<file path="config.mk">
export PLATFORM = sky130hd
export DESIGN_NAME = msrh_l1d_rd_arbiter_flat
export DESIGN_NICKNAME = d
export VERILOG_FILES = /design/src/rtl/msrh_l1d_rd_arbiter_if.sv /design/src/rtl/msrh_l1d_rd_arbiter.sv /design/src/flat_wrapper.sv
export SDC_FILE = /design/constraint.sdc
export NUM_CORES = 1
export LEC_CHECK = 0
export ABC_AREA = 1
export BUFFER_PORTS_ARGS = -buffer_cell sky130_fd_sc_hd__clkbuf_2
export CORE_AREA = 2 2 220 222
export DETAILED_ROUTE_END_ITERATION = 10
export DIE_AREA = 0 0 222 224
export GPL_ROUTABILITY_DRIVEN = 0
export GPL_TIMING_DRIVEN = 0
export PLACE_DENSITY = 0.3
export RECOVER_POWER = 25
export SYNTH_ARGS = -nofsm -noshare
export SYNTH_HDL_FRONTEND = slang
export SYNTH_SLANG_ARGS = --single-unit
export TNS_END_PERCENT = 5
</file>
<file path="constraint.sdc">
create_clock -name i_clk -period 7.5 [get_ports i_clk]
set_input_delay 1.125 -clock i_clk [delete_from_list [all_inputs] [get_ports i_clk]]
set_output_delay 1.125 -clock i_clk [all_outputs]
set_load 0.05 [all_outputs]
</file>
<file path="src/rtl/msrh_l1d_rd_arbiter_if.sv">
// Bundle of requester-side and dcache-side signals around the shared L1D read port.
// The arbiter uses the slave view; the environment driving requesters and the dcache uses the master view.
interface msrh_l1d_rd_arbiter_if #(
    parameter int REQ_NUM = 4,
    parameter int PADDR_W = 56,
    parameter int DATA_W  = 128
);
    // Requesters -> arbiter
    logic [REQ_NUM-1:0]         i_req_valid;
    logic [REQ_NUM-1:0]         i_req_h_pri;
    logic [REQ_NUM*PADDR_W-1:0] i_req_paddr;
    logic [REQ_NUM-1:0]         o_req_gnt;

    // Arbiter -> dcache s0
    logic                       o_s0_valid;
    logic                       o_s0_h_pri;
    logic [PADDR_W-1:0]         o_s0_paddr;

    // Dcache s1 -> arbiter
    logic                       i_s1_hit;
    logic                       i_s1_miss;
    logic                       i_s1_conflict;
    logic [DATA_W-1:0]          i_s1_data;

    // Arbiter -> requesters, s1 response
    logic [REQ_NUM-1:0]         o_resp_valid;
    logic [1:0]                 o_resp_status;
    logic [DATA_W-1:0]          o_resp_data;

    modport master (
        output i_req_valid, i_req_h_pri, i_req_paddr,
        output i_s1_hit, i_s1_miss, i_s1_conflict, i_s1_data,
        input  o_req_gnt, o_s0_valid, o_s0_h_pri, o_s0_paddr,
        input  o_resp_valid, o_resp_status, o_resp_data
    );

    modport slave (
        input  i_req_valid, i_req_h_pri, i_req_paddr,
        input  i_s1_hit, i_s1_miss, i_s1_conflict, i_s1_data,
        output o_req_gnt, o_s0_valid, o_s0_h_pri, o_s0_paddr,
        output o_resp_valid, o_resp_status, o_resp_data
    );
endinterface

</file>
<file path="src/rtl/msrh_l1d_rd_arbiter.sv">
// Shares one L1D read port among REQ_NUM requesters: s0 selection (starving > h_pri RR > RR),
// one-cycle s1 tracking of the winner and routing of the dcache s1 result back to it.
module msrh_l1d_rd_arbiter #(
    parameter int REQ_NUM   = 4,
    parameter int PADDR_W   = 56,
    parameter int DATA_W    = 128,
    parameter int STARVE_TH = 8
) (
    input  logic                  i_clk,
    input  logic                  i_reset_n,
    msrh_l1d_rd_arbiter_if.slave  bus
);

    localparam int PTR_W = (REQ_NUM > 1) ? $clog2(REQ_NUM) : 1;
    localparam int CNT_W = $clog2(STARVE_TH + 1);

    typedef enum logic [1:0] {
        ST_NONE     = 2'b00,
        ST_HIT      = 2'b01,
        ST_MISS     = 2'b10,
        ST_CONFLICT = 2'b11
    } resp_status_t;

    logic [PTR_W-1:0]   r_ptr;
    logic [CNT_W-1:0]   r_starve [REQ_NUM];
    logic [REQ_NUM-1:0] r_s1_oh;
    logic               r_s1_vld;

    logic [REQ_NUM-1:0] w_starving;
    logic [REQ_NUM-1:0] w_hpri_req;
    logic [REQ_NUM-1:0] w_gnt;
    logic [PTR_W-1:0]   w_win_idx;
    logic [PTR_W-1:0]   w_ptr_next;
    logic [PADDR_W-1:0] w_paddr;
    logic               w_h_pri;
    logic               w_any_req;
    resp_status_t       w_status;

    // Round-robin search: first set bit at or after ptr, wrapping modulo REQ_NUM.
    function automatic logic [REQ_NUM-1:0] rr_pick(input logic [REQ_NUM-1:0] req,
                                                   input logic [PTR_W-1:0]   ptr);
        logic [REQ_NUM-1:0] pick;
        logic [PTR_W-1:0]   idx;
        pick = '0;
        for (int k = 0; k < REQ_NUM; k++) begin
            idx = PTR_W'((int'(ptr) + k) % REQ_NUM);
            if (req[idx] && (pick == '0)) begin
                pick[idx] = 1'b1;
            end
        end
        return pick;
    endfunction

    function automatic logic [REQ_NUM-1:0] lowest_one(input logic [REQ_NUM-1:0] req);
        logic [REQ_NUM-1:0] pick;
        pick = '0;
        for (int k = 0; k < REQ_NUM; k++) begin
            if (req[k] && (pick == '0)) begin
                pick[k] = 1'b1;
            end
        end
        return pick;
    endfunction

    always_comb begin
        for (int i = 0; i < REQ_NUM; i++) begin
            w_starving[i] = bus.i_req_valid[i] && (r_starve[i] == CNT_W'(STARVE_TH));
        end
        w_hpri_req = bus.i_req_valid & bus.i_req_h_pri;
        w_any_req  = |bus.i_req_valid;
    end

    always_comb begin
        if (|w_starving) begin
            w_gnt = lowest_one(w_starving);
        end else if (|w_hpri_req) begin
            w_gnt = rr_pick(w_hpri_req, r_ptr);
        end else begin
            w_gnt = rr_pick(bus.i_req_valid, r_ptr);
        end
    end

    // One-hot grant makes an OR-mux sufficient; everything reads 0 when nobody requests.
    always_comb begin
        w_win_idx = '0;
        w_paddr   = '0;
        w_h_pri   = 1'b0;
        for (int i = 0; i < REQ_NUM; i++) begin
            if (w_gnt[i]) begin
                w_win_idx = PTR_W'(i);
                w_paddr   = w_paddr | bus.i_req_paddr[i*PADDR_W +: PADDR_W];
                w_h_pri   = w_h_pri | bus.i_req_h_pri[i];
            end
        end
        w_ptr_next = (w_win_idx == PTR_W'(REQ_NUM - 1)) ? '0 : w_win_idx + PTR_W'(1);
    end

    // NOTE: sequential state uses non-blocking assignments so every flop samples pre-edge values.
    always_ff @(posedge i_clk or negedge i_reset_n) begin
        if (!i_reset_n) begin
            r_ptr    <= '0;
            r_s1_oh  <= '0;
            r_s1_vld <= 1'b0;
        end else begin
            if (w_any_req) begin
                r_ptr <= w_ptr_next;
            end
            r_s1_oh  <= w_gnt;
            r_s1_vld <= w_any_req;
        end
    end

    // NOTE: the counter array is a handful of flops, not a RAM, so it is safe to reset in a loop.
    always_ff @(posedge i_clk or negedge i_reset_n) begin
        if (!i_reset_n) begin
            for (int i = 0; i < REQ_NUM; i++) begin
                r_starve[i] <= '0;
            end
        end else begin
            for (int i = 0; i < REQ_NUM; i++) begin
                if (!bus.i_req_valid[i] || w_gnt[i]) begin
                    r_starve[i] <= '0;
                end else if (r_starve[i] < CNT_W'(STARVE_TH)) begin
                    r_starve[i] <= r_starve[i] + CNT_W'(1);
                end
            end
        end
    end

    // Hit outranks conflict, which outranks miss; no flag on a live s1 slot reports NONE.
    always_comb begin
        if (!r_s1_vld) begin
            w_status = ST_NONE;
        end else if (bus.i_s1_hit) begin
            w_status = ST_HIT;
        end else if (bus.i_s1_conflict) begin
            w_status = ST_CONFLICT;
        end else if (bus.i_s1_miss) begin
            w_status = ST_MISS;
        end else begin
            w_status = ST_NONE;
        end
    end

    assign bus.o_req_gnt     = w_gnt;
    assign bus.o_s0_valid    = w_any_req;
    assign bus.o_s0_h_pri    = w_h_pri;
    assign bus.o_s0_paddr    = w_paddr;
    assign bus.o_resp_valid  = r_s1_oh & {REQ_NUM{r_s1_vld}};
    assign bus.o_resp_status = w_status;
    assign bus.o_resp_data   = bus.i_s1_data;

endmodule
</file>
<file path="src/flat_wrapper.sv">
// flat-port wrapper written by rule: the top's interface ports become plain ports
module msrh_l1d_rd_arbiter_flat 
#(
    parameter int REQ_NUM   = 4,
    parameter int PADDR_W   = 56,
    parameter int DATA_W    = 128,
    parameter int STARVE_TH = 8
)
  (i_clk, i_reset_n, bus_i_req_valid, bus_i_req_h_pri, bus_i_req_paddr, bus_i_s1_hit, bus_i_s1_miss, bus_i_s1_conflict, bus_i_s1_data, bus_o_req_gnt, bus_o_s0_valid, bus_o_s0_h_pri, bus_o_s0_paddr, bus_o_resp_valid, bus_o_resp_status, bus_o_resp_data);
  msrh_l1d_rd_arbiter_if #(.REQ_NUM(REQ_NUM), .PADDR_W(PADDR_W), .DATA_W(DATA_W)) bus_i ();
  input  logic i_clk;
  input  logic i_reset_n;
  input wire logic [$bits(bus_i.i_req_valid)-1:0] bus_i_req_valid;
  input wire logic [$bits(bus_i.i_req_h_pri)-1:0] bus_i_req_h_pri;
  input wire logic [$bits(bus_i.i_req_paddr)-1:0] bus_i_req_paddr;
  input wire logic [$bits(bus_i.i_s1_hit)-1:0] bus_i_s1_hit;
  input wire logic [$bits(bus_i.i_s1_miss)-1:0] bus_i_s1_miss;
  input wire logic [$bits(bus_i.i_s1_conflict)-1:0] bus_i_s1_conflict;
  input wire logic [$bits(bus_i.i_s1_data)-1:0] bus_i_s1_data;
  output wire logic [$bits(bus_i.o_req_gnt)-1:0] bus_o_req_gnt;
  output wire logic [$bits(bus_i.o_s0_valid)-1:0] bus_o_s0_valid;
  output wire logic [$bits(bus_i.o_s0_h_pri)-1:0] bus_o_s0_h_pri;
  output wire logic [$bits(bus_i.o_s0_paddr)-1:0] bus_o_s0_paddr;
  output wire logic [$bits(bus_i.o_resp_valid)-1:0] bus_o_resp_valid;
  output wire logic [$bits(bus_i.o_resp_status)-1:0] bus_o_resp_status;
  output wire logic [$bits(bus_i.o_resp_data)-1:0] bus_o_resp_data;
  assign bus_i.i_req_valid = bus_i_req_valid;
  assign bus_i.i_req_h_pri = bus_i_req_h_pri;
  assign bus_i.i_req_paddr = bus_i_req_paddr;
  assign bus_i.i_s1_hit = bus_i_s1_hit;
  assign bus_i.i_s1_miss = bus_i_s1_miss;
  assign bus_i.i_s1_conflict = bus_i_s1_conflict;
  assign bus_i.i_s1_data = bus_i_s1_data;
  assign bus_o_req_gnt = bus_i.o_req_gnt;
  assign bus_o_s0_valid = bus_i.o_s0_valid;
  assign bus_o_s0_h_pri = bus_i.o_s0_h_pri;
  assign bus_o_s0_paddr = bus_i.o_s0_paddr;
  assign bus_o_resp_valid = bus_i.o_resp_valid;
  assign bus_o_resp_status = bus_i.o_resp_status;
  assign bus_o_resp_data = bus_i.o_resp_data;
  msrh_l1d_rd_arbiter #(.REQ_NUM(REQ_NUM), .PADDR_W(PADDR_W), .DATA_W(DATA_W), .STARVE_TH(STARVE_TH)) u_core (.i_clk(i_clk), .i_reset_n(i_reset_n), .bus(bus_i));
endmodule
</file>
Yosys cells after proc, flatten, opt, wreduce, memory -nomap -nowiden
Cells that the tools add are included.
Operators by class
  $add $sub $neg: 8
  multipliers: 0
  divide/modulo/power cells: 0
  order comparisons: 12
  equality and inequality tests: 5
  shifts and indexed selects: 0
  multiplexer cells: 77
  bitwise operators: 15
  reduce and logical (&&, ||, !) cells: 40
Operators with widths (count)
  2-to-1 mux 56 bit: 4
  OR 56 bit: 3
  2-to-1 mux 4 bit: 30
  logical NOT 4 bit: 6
  2-to-1 mux 1 bit: 24
  OR 4 bit: 6
  logical AND 1 bit: 17
  adder 4 x 1 -> 4 bit, second input constant: 4
  binary-select mux 1 bit (select 2 bit): 8
  equality test 4 bit, second input constant: 4
  < comparator 4 bit, second input constant: 4
  2-to-1 mux 2 bit: 7
  < comparator 2 x 3 -> 1 bit, second input constant: 4
  OR reduction 4 bit: 3
  AND 4 bit: 2
  demux 1 bit (select 2 bit): 4
  greater-or-equal comparator 2 x 1 -> 1 bit, second input constant: 4
  nonzero test 2 bit: 4
  adder 2 x 1 -> 2 bit, second input constant: 2
  adder 2 bit, second input constant: 2
  logical NOT 1 bit: 4
  logical OR 1 bit: 4
  logical NOT 3 bit: 1
  OR 1 bit: 3
  other kinds (3): 3
Storage, ports and cells
  bits in registers: 23
  bits in latches: 0
  bits in writable memories: 0
  bits in read-only memories: 0
  input port bits: 365
  output and inout port bits: 196
  memories: 0

Depth between registers and ports, before layout
  depth after elaboration: 29
  depth in mapped cells: 25
  gate-level depth less buffers: 22

Worst setup path before layout
No wires, ideal clock.
  path type: input to output
  start point: input bus_i_req_valid[2]
  end point: output bus_o_s0_paddr[49]
  data arrival time: 3.375 ns
  data required time: 6.375 ns
  slack: 3.000 ns
  cell stages on the path: 21
  buffers on the path: 2
  cell sequence: buf_2 -> nand2_1 -> nand2_1 -> nand3_1 -> nand2_2 -> o31ai_2 -> nand3_1 -> nand2_1 -> nor2_2 -> nand3_1 -> nand2_1 -> nor2_2 -> nand3_1 -> nand2_1 -> nand3_2 -> nand2_2 -> buf_2 -> nand2_1 -> nand2_1 -> inv_1 -> nand2_1
On the way
  longest elaborated chain between the ends: 28
  elaborated cells on any way between the ends: 73
Ends and longest elaborated chain
  start, declared: RTL line flat_wrapper.sv:13  | input wire logic [$bits(bus_i.i_req_valid)-1:0] bus_i_req_valid;
  AND 4 bit: RTL line msrh_l1d_rd_arbiter.sv:69  | w_hpri_req = bus.i_req_valid & bus.i_req_h_pri;
  binary-select mux 1 bit (select 2 bit): RTL line msrh_l1d_rd_arbiter.sv:47  | if (req[idx] && (pick == '0)) begin
  2-to-1 mux 1 bit (implied by the code): RTL line msrh_l1d_rd_arbiter.sv:47
  2-to-1 mux 4 bit: RTL line msrh_l1d_rd_arbiter.sv:47
  2-to-1 mux 4 bit: RTL line msrh_l1d_rd_arbiter.sv:76  | end else if (|w_hpri_req) begin
  2-to-1 mux 4 bit: RTL line msrh_l1d_rd_arbiter.sv:74  | if (|w_starving) begin
  logical NOT 4 bit: RTL line msrh_l1d_rd_arbiter.sv:47
  logical AND 1 bit: RTL line msrh_l1d_rd_arbiter.sv:47
  (+13 left out)
  via bus_o_req_gnt[0]: RTL line flat_wrapper.sv:20  | output wire logic [$bits(bus_i.o_req_gnt)-1:0] bus_o_req_gnt;
  2-to-1 mux 56 bit *: RTL line msrh_l1d_rd_arbiter.sv:89  | if (w_gnt[i]) begin
  OR 56 bit: RTL line msrh_l1d_rd_arbiter.sv:91  | w_paddr = w_paddr | bus.i_req_paddr[i*PADDR_W +: PADDR_W];
  2-to-1 mux 56 bit *: RTL line msrh_l1d_rd_arbiter.sv:89
  OR 56 bit: RTL line msrh_l1d_rd_arbiter.sv:91
  2-to-1 mux 56 bit *: RTL line msrh_l1d_rd_arbiter.sv:89
  OR 56 bit: RTL line msrh_l1d_rd_arbiter.sv:91
  2-to-1 mux 56 bit *: RTL line msrh_l1d_rd_arbiter.sv:89
  end, declared: RTL line flat_wrapper.sv:23  | output wire logic [$bits(bus_i.o_s0_paddr)-1:0] bus_o_s0_paddr;
The timed path passes the listed nets; every way through them passes the cells marked *. The select of a mux whose other input is x is not followed.

Worst setup path after layout
  start point: input bus_i_req_valid[0]
  end point: output bus_o_s0_paddr[46]
On the way
  longest elaborated chain between the ends: 28
  elaborated cells on any way between the ends: 80
Ends and longest elaborated chain (RTL line)
  AND 4 bit: msrh_l1d_rd_arbiter.sv:69
  binary-select mux 1 bit (select 2 bit): msrh_l1d_rd_arbiter.sv:47
  2-to-1 mux 1 bit (implied by the code): msrh_l1d_rd_arbiter.sv:47
  2-to-1 mux 4 bit: msrh_l1d_rd_arbiter.sv:47
  2-to-1 mux 4 bit: msrh_l1d_rd_arbiter.sv:76
  2-to-1 mux 4 bit: msrh_l1d_rd_arbiter.sv:74
  logical NOT 4 bit: msrh_l1d_rd_arbiter.sv:47
  logical AND 1 bit: msrh_l1d_rd_arbiter.sv:47
  (+12 left out)
  2-to-1 mux 4 bit *: msrh_l1d_rd_arbiter.sv:74
  2-to-1 mux 56 bit: msrh_l1d_rd_arbiter.sv:89
  OR 56 bit: msrh_l1d_rd_arbiter.sv:91
  2-to-1 mux 56 bit: msrh_l1d_rd_arbiter.sv:89
  OR 56 bit: msrh_l1d_rd_arbiter.sv:91
  2-to-1 mux 56 bit: msrh_l1d_rd_arbiter.sv:89
  OR 56 bit: msrh_l1d_rd_arbiter.sv:91
  2-to-1 mux 56 bit *: msrh_l1d_rd_arbiter.sv:89
Mark *: on every way between the ends. The rest lies on a longest branch, timed or not. The select of a mux whose other input is x is not followed.

==> metrics.md <==
| Metric | Value |
|---|---|
| Status | finished, final reports clean |
| PostCTS Resize Cnt | 0 |
| Global-route wire length before repair | roughly 43,000 microns |
| Post-Syn Area per Cell | approximately 5.5 sq um |
| Most common cell after layout, fill and taps aside | nand2_1 |
| Max FO, Critical Path | 11 |
| DRC viols | 0 |
| # placed instances | approximately 2.0k |
| Vias in the first global route | between 6k and 7k |
| Largest net degree at the start of global routing | 24 |
| Leak pwr | approximately 5.2 nW |
| CP endpoint kind | primary output |
| CTS tree | done |
| Die Span Y | between 200 and 250 microns |
| Synth-to-layout area growth | 54.7% |
| Gr usage total | a little under an eighth |
| Max Slew Vio Count | 0 |
| Die X | around 220 microns |
| DRT iter0 DRCs | ~250 |
| Top-area cell type share of the netlist area | slightly below 30% |
| Final nets | between 1.5k and 2k |
| Power Internal | approximately 1.3 mW |
| Core ar. | 47,300 sq um |
| DIE AREA | 49,700 sq um |
| 1st-pass router iterations | 4 |
| CP required | approximately 6400 ps |
| Final setup vio count | 0 |
| Register Area | between 500 and 600 sq um |
| CP startpoint kind | input port |
| H-tree level count | 1 |
| Share of power burned in registers | 4.0% |
| # IOs | around 560 |
| Top delay family on crit path | buffers and inverters |
| Clock Sinks | 23 |
| Slew @ Worst Pin | about 1400 ps |
| Post-CTS Setup Repair Bufs | 0 |
| Worst Path Arrival | 4670 ps |
| Commonest cells after routing, fill and taps aside | nand2_1 (419), clkbuf_2 (391), inv_1 (156) |
| Min-delay worst type | reg2reg |
| Routed Antenna Nets | 0 |
| Initial antenna violation count | 2 |
| Cell chain of the critical path | buf_2, nand2_1, inv_1, nand3_1, nand2_1, nor2_1, clkbuf_1, clkbuf_1, nand3_1, nand2_1, inv_1, nand2_1, clkbuf_2 |
| Peak supply drop | between 0.3 and 0.4 mV |
| Critical Path Max Stage Delay | 770 ps |
| Sequential share of the synthesized area | a little over a tenth |
| Max Clock Freq | approximately 170 MHz |
| TNS Setup | 0 ps |
| Comb power frac | 93.5% |
| Headroom to the max-slew limit | roughly 5.3% |
| Multi-input logic area | between 2000 and 3000 sq um |
| GRT overflow | 0 |
| Final WL | roughly 31,000 microns |
| Max clock buf depth | 2 |
| Critical path's slowest cell | clkbuf_1 |
| Worst skew pair latency | between 200 and 300 ps |
| Routed len/inst | between 10 and 15 microns |
| Synth Cell Area | 5400 sq um |
| Max-Cap Viols | 0 |
| Post-synth top area cell | nand2_1 |
| Post-synthesis instance total | between 900 and 1k |
| FP Rows | 80 |
| Final Cycle Share | 77.2% |
| Initial Utilization | approximately 11% |
| Yosys cell types | 30 |
| Max Clock Skew | ~1.6 ps |
| TritonCTS buffer count | 3 |
| Fillers | 5,585 |
| NetSw | between 3 and 4 mW |
| Syn nets | around 1.4k |
| Clk root buf | clkbuf_16 |
| RSZ-0062 raised after global routing | no |
| Synth top area cells | nand2_1 (29%), buf_4 (18%), inv_1 (11%), dfrtp_1 (11%), nand3_1 (8.5%) |
| Clock Power Share | 2.5% |
| Number of port buffers | 428 |
| Post-detail-place hpwl | around 26,000 microns |
| Most frequent CP cell | nand2_1 |
| Final Hold Fails | 0 |
| Vias per cell | 3.43 |
| PwrDens | between 500 and 600 nW/um^2 |
| Synth Warn # | 0 |
| Hold_buf cts | 0 |
| Buffers and inverters on the worst path | 6 |
| Critical path class | in2out |
| Vias | approximately 7.0k |
| Clock slew at reported path FFs | ~60 ps |
| Shortest period the worst path allows | between 5000 and 6000 ps |
| Flip-flop and latch count after synthesis | 23 |
| Share of layout cells above drive strength 1 | between 40% and 50% |
| Net Sw Frac | 72.4% |
| Final Non-Filler Cells | a little over 2k |
==> layout make-up <==
class | count | share of cell area [%]
clock buffers | 4 | 0.944
diodes | 3 | 0.0899
plain buffers | 169 | 15.0
repair buffers | 428 | 25.1
flip-flops and latches | 23 | 6.90
multi-input cells | 635 | 35.5
inverters | 161 | 7.26
well taps | 615 | 9.22
==> per-layer routing <==
layer	wire (microns)	up-vias	track usage [%]
met1	12900	3010	14.3
met3	1980	8	1.95
li1	-	3680	-
met5	0	-	0
met2	15500	295	21.5
met4	151	0	0.741
==> sequential cells by signal (all words and copies together) (netlist names) <==
register         count
u_core.r_s1_vld      1
u_core.r_starve     16
u_core.r_s1_oh       4
u_core.r_ptr         2
==> power groups by stage <==
| stage | Sequential [mW] | Combinational, mW | Clock, mW |
|---|---|---|---|
| detailed placement | 0.193 | 4.67 | 0 |
| finish | 0.192 | 4.51 | 0.122 |
| global route | 0.197 | 4.98 | 0.129 |
| CTS | 0.191 | 4.68 | 0.125 |
| floorplan | 0.186 | 3.31 | 0 |
| global placement | 0.193 | 4.69 | 0 |
==> per-stage QoR <==
stage	power [mW]	setup slack, ps	hold slack, ps	util (%)	area [sq um]
finish	4.83	1710	557	17.6	8350
global route	5.31	1260	586	17.6	8340
CTS	5.00	1420	558	17.7	8390
detailed placement	4.86	1440	547	17.5	8310
global placement	4.88	1460	550	17.5	8310
floorplan	3.50	3000	525	-	5400
==> worst register-to-register path, delay by kind of cell, from the launching register on <==
kind	cells	cell delay [ps]
simple gates	5	1140
flops	1	390
buf+inv	3	1410
fa+ha+maj	1	190
compound gates	1	160
==> final timing paths <==
check	from	depth (start not counted)	endpoint	slack [ps]
setup / recovery	bus_i_req_valid[0]	13	bus_o_s0_paddr[46]	1710
hold / removal	u_core.r_starve[15]$_DFFE_PN0P_	2	u_core.r_starve[12]$_DFFE_PN0P_	560
setup reg to reg	u_core.r_starve[12]$_DFFE_PN0P_	10	u_core.r_ptr[0]$_DFFE_PN0P_	4100
hold reg to reg	u_core.r_starve[15]$_DFFE_PN0P_	2	u_core.r_starve[12]$_DFFE_PN0P_	560
max in group asynchronous	i_reset_n	1	u_core.r_starve[3]$_DFFE_PN0P_	5490
min in group asynchronous	i_reset_n	1	u_core.r_starve[4]$_DFFE_PN0P_	1180
==> kinds of logic (layout without fill, tap and decap cells) <==
logic type	Yosys count	after routing	share of synthesized area, %
buffers and inverters	330	762	34.5
AOI/OAI and AO/OA	25	25	2.94
and+or+nand+nor	598	598	49.1
other	0	3	0
DFF	23	23	10.7
adders and majority gates	12	12	2.78
==> synthesized netlist by cell type <==
cell and number:
o21ai_0 4, nor2_4 1, nor4_1 1, dfrtp_1 23, buf_2 21, nand2_1 419
buf_12 1, o31ai_2 1, nand3_1 92, buf_4 131, o31ai_4 1, nand3b_1 1
nor3_1 1, nor2_2 7, o21a_1 2, nand4_1 3, ha_1 12, inv_2 4
inv_1 156, buf_6 10, o22ai_1 2, buf_8 1, a31oi_1 2, nand2_2 25
a21oi_1 13, nand3_2 28, nand3_4 1, clkinv_2 1, nor2_1 19, clkbuf_1 5
(Power assumes the default switching activity.)
